==> src/rtl/timeslice_pkg.sv <==
// -----------------------------------------------------------------------------
// timeslice_pkg
//   Shared definitions for the time-slice arbiter: FSM state encoding and a
//   constant-evaluable clog2 helper used to size index and counter ports.
// -----------------------------------------------------------------------------
package timeslice_pkg;

    localparam logic [1:0] ST_IDLE  = 2'd0;
    localparam logic [1:0] ST_GRANT = 2'd1;
    localparam logic [1:0] ST_GAP   = 2'd2;

    // Ceiling log2; clog2(1) = 0, clog2(4) = 2, clog2(5) = 3.
    function automatic int clog2(input int value);
        int r;
        int v;
        r = 0;
        v = value - 1;
        while (v > 0) begin
            r = r + 1;
            v = v >> 1;
        end
        return r;
    endfunction

endpackage

==> src/rtl/rr_picker.sv <==
// -----------------------------------------------------------------------------
// rr_picker
//   Combinational round-robin search. Scans req starting one past ptr and
//   wrapping modulo N_REQ; the first set bit wins.
//   Ports:
//     req  - request vector
//     ptr  - index of the most recent winner (search starts at ptr+1)
//     any  - at least one request is set
//     idx  - winning index (0 when any is 0)
// -----------------------------------------------------------------------------
module rr_picker
    import timeslice_pkg::*;
#(
    parameter int N_REQ = 4
) (
    input  logic [N_REQ-1:0]        req,
    input  logic [clog2(N_REQ)-1:0] ptr,
    output logic                    any,
    output logic [clog2(N_REQ)-1:0] idx
);

    localparam int IDX_W = clog2(N_REQ);

    always_comb begin
        logic [IDX_W-1:0] cand;
        // NOTE: every output gets a default before the loop so no path leaves
        // it unassigned; otherwise synthesis infers a latch.
        any  = 1'b0;
        idx  = '0;
        cand = '0;
        // Offset i = N_REQ reaches ptr itself last, so the previous winner is
        // chosen only when nobody else is asking.
        for (int i = 1; i <= N_REQ; i++) begin
            cand = IDX_W'((int'(ptr) + i) % N_REQ);
            if (!any && req[cand]) begin
                any = 1'b1;
                idx = cand;
            end
        end
    end

endmodule

==> src/rtl/timeslice_arbiter.sv <==
// -----------------------------------------------------------------------------
// timeslice_arbiter
//   Round-robin time-slice arbiter. An owner keeps the resource for QUANTUM
//   timer triggers; at expiry it is preempted if anyone else is waiting, or
//   renewed in place otherwise. Every hand-off inserts a one-cycle GAP.
//   Ports:
//     clk, sync_reset - clock and synchronous active-high reset
//     req             - level request per requester
//     timer_trigger   - tick from the external timer
//     timer_clear     - holds the timer cleared outside GRANT
//     timer_enable    - runs the timer during GRANT
//     grant           - one-hot owner, or zero
//     grant_valid     - OR of grant
//     grant_id        - owner index, 0 when no grant
//     preempt         - one-cycle pulse (during GAP) after expiry revocation
// -----------------------------------------------------------------------------
module timeslice_arbiter
    import timeslice_pkg::*;
#(
    parameter int N_REQ   = 4,
    parameter int QUANTUM = 3
) (
    input  logic                    clk,
    input  logic                    sync_reset,
    input  logic [N_REQ-1:0]        req,
    input  logic                    timer_trigger,
    output logic                    timer_clear,
    output logic                    timer_enable,
    output logic [N_REQ-1:0]        grant,
    output logic                    grant_valid,
    output logic [clog2(N_REQ)-1:0] grant_id,
    output logic                    preempt
);

    localparam int ID_W  = clog2(N_REQ);
    localparam int CNT_W = (clog2(QUANTUM) < 1) ? 1 : clog2(QUANTUM);

    logic [1:0]       state;
    logic [ID_W-1:0]  owner;
    logic [ID_W-1:0]  ptr;
    logic [CNT_W-1:0] slice_cnt;

    logic             pick_any;
    logic [ID_W-1:0]  pick_idx;
    logic [N_REQ-1:0] owner_onehot;
    logic             others_pending;
    logic             expiry;

    rr_picker #(.N_REQ(N_REQ)) u_picker (
        .req (req),
        .ptr (ptr),
        .any (pick_any),
        .idx (pick_idx)
    );

    assign owner_onehot   = {{(N_REQ-1){1'b0}}, 1'b1} << owner;
    assign others_pending = |(req & ~owner_onehot);
    assign expiry         = timer_trigger && (slice_cnt == CNT_W'(QUANTUM - 1));

    always_ff @(posedge clk) begin
        // NOTE: state registers use non-blocking assignments so every branch
        // reads the pre-edge values, matching the flops that get built.
        if (sync_reset) begin
            state     <= ST_IDLE;
            owner     <= '0;
            ptr       <= ID_W'(N_REQ - 1);
            slice_cnt <= '0;
            preempt   <= 1'b0;
        end else begin
            preempt <= 1'b0;
            case (state)
                ST_IDLE, ST_GAP: begin
                    slice_cnt <= '0;
                    if (pick_any) begin
                        owner <= pick_idx;
                        ptr   <= pick_idx;
                        state <= ST_GRANT;
                    end else begin
                        state <= ST_IDLE;
                    end
                end
                ST_GRANT: begin
                    // Release wins over a coincident expiry, so no preempt.
                    if (!req[owner]) begin
                        state <= ST_GAP;
                    end else if (expiry) begin
                        if (others_pending) begin
                            preempt <= 1'b1;
                            state   <= ST_GAP;
                        end else begin
                            // Renewal: the timer keeps running, only the
                            // trigger count restarts.
                            slice_cnt <= '0;
                        end
                    end else if (timer_trigger) begin
                        slice_cnt <= slice_cnt + CNT_W'(1);
                    end
                end
                default: state <= ST_IDLE;
            endcase
        end
    end

    // All outputs decode registered state only; req never reaches grant
    // combinationally.
    assign timer_enable = (state == ST_GRANT);
    assign timer_clear  = (state == ST_IDLE) || (state == ST_GAP);
    assign grant        = (state == ST_GRANT) ? owner_onehot : '0;
    assign grant_valid  = (state == ST_GRANT);
    assign grant_id     = (state == ST_GRANT) ? owner : '0;

endmodule

==> config.mk <==
export PLATFORM = sky130hd
export DESIGN_NAME = timeslice_arbiter
export DESIGN_NICKNAME = d
export VERILOG_FILES = /design/src/rtl/timeslice_pkg.sv /design/src/rtl/rr_picker.sv /design/src/rtl/timeslice_arbiter.sv
export SDC_FILE = /design/constraint.sdc
export NUM_CORES = 1
export LEC_CHECK = 0
export CAP_MARGIN = 30
export CORE_UTILIZATION = 47
export CTS_CLUSTER_DIAMETER = 100
export DETAILED_ROUTE_END_ITERATION = 8
export DONT_BUFFER_PORTS = 1
export HOLD_SLACK_MARGIN = 0.12
export PLACE_DENSITY_LB_ADDON = 0.05
export REMOVE_ABC_BUFFERS = 1
export SYNTH_ARGS = -nofsm -noshare
export SYNTH_HDL_FRONTEND = slang
export SYNTH_SLANG_ARGS = --single-unit
==> constraint.sdc <==
create_clock -name clk -period 2.3 [get_ports clk]
set_clock_uncertainty 0.2 [all_clocks]
set_input_delay 0.23 -clock clk [delete_from_list [all_inputs] [get_ports clk]]
set_output_delay 0.23 -clock clk [all_outputs]
set_load 0.1 [all_outputs]
==> results of run 1 <==
==> state kept, by name (all words and copies together), names as in the netlist <==
register,count
state,2
ptr,2
owner,2
slice_cnt,2
preempt,1
==> per-stage QoR <==
stage                     cell area [um^2]  hold WS (ns)  util [%]  power, W  TNS, ns
after floorplan                        591        0.0991         -  0.000355    -3.76
after global placement                 768         0.101      66.5  0.000411        0
after detailed placement               768         0.104      66.5  0.000415        0
after CTS                              815         0.130      70.5  0.000538        0
after global routing                   815         0.137      70.5  0.000567        0
final                                  815         0.139      70.5  0.000533        0
==> final cells by class <==
class | instances | area share [%]
Sequential cell | 9 | 22.1
Timing Repair Buffer | 12 | 20.6
Tap cell | 14 | 2.15
Multi-Input combinational cell | 56 | 49.2
Inverter | 6 | 2.76
Clock buffer | 4 | 3.23
==> timing repair <==
item / CTS / global route
hold buffers: 2 / 0
endpoints found under the hold margin: 9 / 0
setup buffers: 0 / 0
==> worst max-delay path, stage by stage (launching register included) <==
cell	delay, ns
dfxtp_1	0.41
nand2b_1	0.16
inv_2	0.14
and2_1	0.15
nor2b_2	0.18
buf_12	0.19
==> power groups by stage <==
stage / sequential (W) / combinational (W) / clock [W]
after floorplan: 0.000189 / 0.000166 / 0
after global placement: 0.000196 / 0.000215 / 0
after detailed placement: 0.000196 / 0.000218 / 0
after CTS: 0.000193 / 0.000223 / 0.000121
after global routing: 0.000197 / 0.000237 / 0.000133
final: 0.000193 / 0.000222 / 0.000117
==> final timing paths <==
path,cells after the start,to,slack (ns),start
worst max-delay path,5,grant[1],0.38,state[0]
worst min-delay path,3,ptr[1],0.14,req[1]
worst max register to register,4,slice_cnt[0],0.51,owner[1]
worst min register to register,1,slice_cnt[1],0.28,slice_cnt[0]
==> per-layer routing <==
layer / GRT usage [%] / up-vias / routed length [um]
met5: 0 / - / 0
met4: 10.7 / 0 / 11
met3: 2.33 / 2 / 70
met2: 39.8 / 19 / 670
met1: 29.2 / 279 / 594
li1: - / 299 / -
==> cells in the final DEF (no fill, tap or decap), types with 2 or more instances in the layout <==
cell	instances
a21o_1	3
a21oi_1	6
and2_1	2
buf_12	3
buf_4	5
clkbuf_16	2
clkbuf_4	3
dfxtp_1	9
dlygate4sd3_1	2
inv_1	5
nand2_1	5
nand2b_1	2
nand3b_1	6
nor2_1	7
o22ai_1	2
o2bb2ai_1	2
or3b_1	2
==> cells by family after synthesis <==
logic type | synth area share, %
buffers and inverters | 7.91
DFF | 29.2
muxes | 5.27
AOI/OAI and AO/OA | 23.7
and+or+nand+nor | 33.9
==> flow_metrics.py, run 1 <==
metrics = {
    "synth": {
        "synth_commonest_cells": "dfxtp_1 (9), nor2_1 (7), a21oi_1 (6), nand3b_1 (6)",
        "synth_ff_type": "dfxtp_1",
        "synth-edff-count": 0,
        "synth_area_leader_cell": "dfxtp_1",
        "yosysMostFrequentCell": "dfxtp_1",
        "synth_area_um2": 617,
        "yosys_warnings": 0,
        "netlist_instances": 74,
        "yosysTopAreaCellShare_pct": 29.2,
        "ys_ff_latch": 9,
        "synthTopCellsByArea": "dfxtp_1 (29%), nand3b_1 (7.3%), a21oi_1 (4.9%)",
        "synthDistinctLibCells": 32,
        "avgSynthCellArea_um2": 8.34,
        "synth_seq_area_share_pct": 29.2,
        "synthArstFlopShare_pct": 0,
    },
    "floorplan": {
        "design.core.area_um2": 1160,
        "dieHeight_um": 38.2,
        "initial_utilization_pct": 53.4,
        "die_w_um": 38.2,
        "ioPinCount": 17,
        "die_area_um2": 1460,
        "rows": 12,
    },
    "place": {
        "dp_hpwl_um": 1060,
        "pre_cts_slack_ns": 0.516,
        "place_congestion": 0.820,
        "dp.cells": 95,
        "io_buffers": 0,
    },
    "final_layout": {
        "layout.nets": 95,
        "regArea_um2": 180,
        "multi_input_area_um2": 400,
        "n_fill_cell": 93,
        "antenna_cells": 0,
        "drive_gt1_share_pct": 24.1,
        "layout.cells.non_filler": 101,
        "area_growth_pct": 32.0,
    },
    "drt": {
        "vias_per_cell": 5.93,
        "drtPass1Iterations": 4,
        "vias": 599,
        "drt_wl_total_um": 1350,
        "ant_nets": 0,
        "drcViolationCount": 0,
        "wl_per_cell_um": 13.3,
        "first_iter_violations": 14,
    },
    "sta": {
        "final-max-slew-violation-count": 0,
        "fmax_ghz": 0.522,
        "layout_worst_path_cycle_share_pct": 83.3,
        "tightest_slew_ns": 0.696,
        "max_slew_margin_pct": 52.4,
        "setup_viol": 0,
        "fin_crit_ns": 1.92,
        "setup_ws_ns": 0.385,
        "finalHoldViolations": 0,
        "rsz0062_at_grt": "false",
    },
    "clocking": {
        "clk_pin_slew_ns": 0.06,
        "clockBufferDepth": 2,
        "clock-sinks": 9,
        "h-tree-depth": 1,
        "cts_resized": 0,
        "root_buffer": "clkbuf_4",
        "cts_tree": "built",
        "cts_made_buffers": 3,
        "clk_latency_ns": 0.25,
    },
    "setup_path": {
        "critPathCaptureType": "primary output",
        "critPathLaunchType": "register",
        "cp.arrival_ns": 1.49,
        "cp.required_ns": 1.87,
        "critPathKind": "reg2out",
        "cp_max_fo": 7,
    },
    "pwr": {
        "p_int_w": 0.000312,
        "vdd.ir_drop.worst_mv": 0.448,
        "powerDensity_nw_per_um2": 655,
        "p_seq_share_pct": 36.3,
        "p_sw_w": 0.000221,
        "p_leak_nw": 0.325,
        "power_frac_clock_pct": 22.0,
        "switching_share_pct": 41.5,
        "power_frac_comb_pct": 41.7,
    },
    "global_route": {
        "grtUsageTotal_pct": 23.3,
        "grt_pass1_vias": 553,
        "grt_antenna_before_repair": 0,
        "grt_pass1_wl_um": 2370,
        "grt-ovfl-total": 0,
        "grt_start_max_net_pins": 11,
    },
    "worst_hold_path": {
        "hold_class": "in2reg",
    },
    "job": {
        "maxCapViolCount": 0,
    },
    "status": {
        "status": "completed",
    },
}
Note: power is estimated with default switching activity, not from simulation.
==> run 2: changes to the inputs <==
==> constraint.sdc (replaced) <==
create_clock -name clk -period 1.95 [get_ports clk]
set_clock_uncertainty 0.2 [all_clocks]
set_input_delay 0.195 -clock clk [delete_from_list [all_inputs] [get_ports clk]]
set_output_delay 0.195 -clock clk [all_outputs]
set_load 0.1 [all_outputs]
==> flow_metrics.py, run 2 (synthesis results as in run 1) <==
metrics = {
    "floorplan": {
        "dieHeight_um": 38.2,
        "die_w_um": 38.2,
        "die_area_um2": 1460,
        "design.core.area_um2": 1160,
        "initial_utilization_pct": 53.4,
        "ioPinCount": 17,
        "rows": 12,
    },
    "setup_path": {
        "cp_max_fo": 7,
        "crit_chain": "nand2b_4, inv_2, and2_1, nor2b_2, buf_12",
        "r2r_start": "ptr[0]",
        "cp.required_ns": 1.55,
        "critPathKind": "reg2out",
        "cp.arrival_ns": 1.46,
        "r2r_slack_ns": 0.15,
        "r2r_end": "owner[1]",
        "critPathCaptureType": "primary output",
        "critPathLaunchType": "register",
        "cpMaxStageDelayCell": "dfxtp_1",
        "r2r_cells": 4,
        "max_stage_delay_ns": 0.46,
    },
    "pwr": {
        "p_seq_share_pct": 33.9,
        "switching_share_pct": 42.2,
        "vdd.ir_drop.worst_mv": 0.506,
        "finalPower_w": 0.000663,
        "power_frac_clock_pct": 22.0,
        "powerDensity_nw_per_um2": 756,
        "p_int_w": 0.000383,
        "power_frac_comb_pct": 44.1,
        "p_sw_w": 0.000280,
        "p_leak_nw": 0.354,
    },
    "global_route": {
        "grtUsageTotal_pct": 25.4,
        "grt_pass1_vias": 567,
        "grt_antenna_before_repair": 0,
        "grt_pass1_wl_um": 2550,
        "grt_start_max_net_pins": 10,
        "grt-ovfl-total": 0,
    },
    "drt": {
        "drtPass1Iterations": 4,
        "drt_wl_total_um": 1660,
        "ant_nets": 0,
        "wl_per_cell_um": 15.6,
        "vias": 647,
        "drcViolationCount": 0,
        "vias_per_cell": 6.05,
        "first_iter_violations": 25,
    },
    "sta": {
        "rsz0062_at_grt": "false",
        "fin_crit_ns": 1.85,
        "finalHoldViolations": 0,
        "layout_worst_path_cycle_share_pct": 95.0,
        "hold_slack_ns": 0.140,
        "tightest_slew_ns": 0.394,
        "max_slew_margin_pct": 73.1,
        "setup_viol": 0,
        "fmax_ghz": 0.540,
        "setup_tns_ns": 0,
        "final-max-slew-violation-count": 0,
    },
    "worst_hold_path": {
        "min_from": "req[3]",
        "hold_depth": 4,
        "hold_class": "in2reg",
        "worstHoldEndpoint": "owner[0]",
    },
    "clocking": {
        "cts_tree": "built",
        "clock-sinks": 9,
        "cts_made_buffers": 3,
        "h-tree-depth": 1,
        "root_buffer": "clkbuf_4",
        "clk_pin_slew_ns": 0.06,
        "clockBufferDepth": 2,
        "clk_latency_ns": 0.26,
        "cts_setup_buffers": 0,
    },
    "job": {
        "maxCapViolCount": 0,
    },
    "place": {
        "dp_hpwl_um": 1060,
        "io_buffers": 0,
        "place_congestion": 0.826,
    },
    "final_layout": {
        "antenna_cells": 0,
        "mostFrequentLayoutCells": "dfxtp_1 (9), nor2_1 (7), buf_4 (7)",
        "layout.cells.most_common": "dfxtp_1",
        "drive_gt1_share_pct": 25.8,
        "fin_util_pct": 75.9,
        "area_growth_pct": 42.2,
        "layout.nets": 101,
    },
    "status": {
        "status": "completed",
    },
}
## run 2: changes by cell type in the layout (fill, tap and decap cells not counted), sizes merged
cell and change:
dlygate4sd3 +4, buf +2
## run 2: final cells by class
cell class | count | area, um^2
fill | 95 | 279
clock buffer | 4 | 26.3
timing repair buffer | 18 | 223
inverter | 6 | 22.5
sequential | 9 | 180
multi-input combinational | 56 | 408
tap | 14 | 17.5
## run 2: through the flow
stage / cell area [um^2] / setup WS (ns) / cells
2_1_floorplan: 591 / -1.96 / 71
3_3_place_gp: 783 / 0.313 / 97
3_5_place_dp: 783 / 0.274 / 97
4_1_cts: 870 / 0.0537 / 107
5_1_grt: 877 / 0.0329 / 107
6_report: 877 / 0.0968 / 107
## run 2: worst max path at each step
stage	from	endpoint	slack (ns)	cells past startpoint
6_report	state[0]	grant[1]	0.1	5
5_1_grt	state[0]	grant[1]	0.03	5
4_1_cts	state[0]	grant[1]	0.05	5
3_5_place_dp	ptr[0]	owner[1]	0.27	4
3_3_place_gp	ptr[0]	owner[1]	0.31	4
2_1_floorplan	state[1]	grant[1]	-1.96	4
## run 2: per-layer routing
layer	global-route usage (%)	wire, um
met5	0	0
met4	10.7	11
met3	1.74	119
met2	41.9	821
met1	33.8	711
## run 2: worst max-delay path, delay by kind of cell, from the launching register on
family	cells	cell delay (ns)
buffers and inverters	2	0.30
DFF	1	0.46
and+or+nand+nor	3	0.43
## run 2: what timing repair did
action                                  in CTS  in global routing
hold buffers                                 6                  0
endpoints found under the hold margin        9                  0
resized for setup                            0                  1
endpoints found under the setup margin       0                  1
## run 2: power by group through the flow
stage	Sequential, W	Combinational [W]	Clock [W]
after floorplan	0.000223	0.000195	0
after global placement	0.000225	0.000270	0
after detailed placement	0.000227	0.000272	0
after CTS	0.000222	0.000288	0.000148
after global routing	0.000228	0.000305	0.000153
final	0.000225	0.000292	0.000146
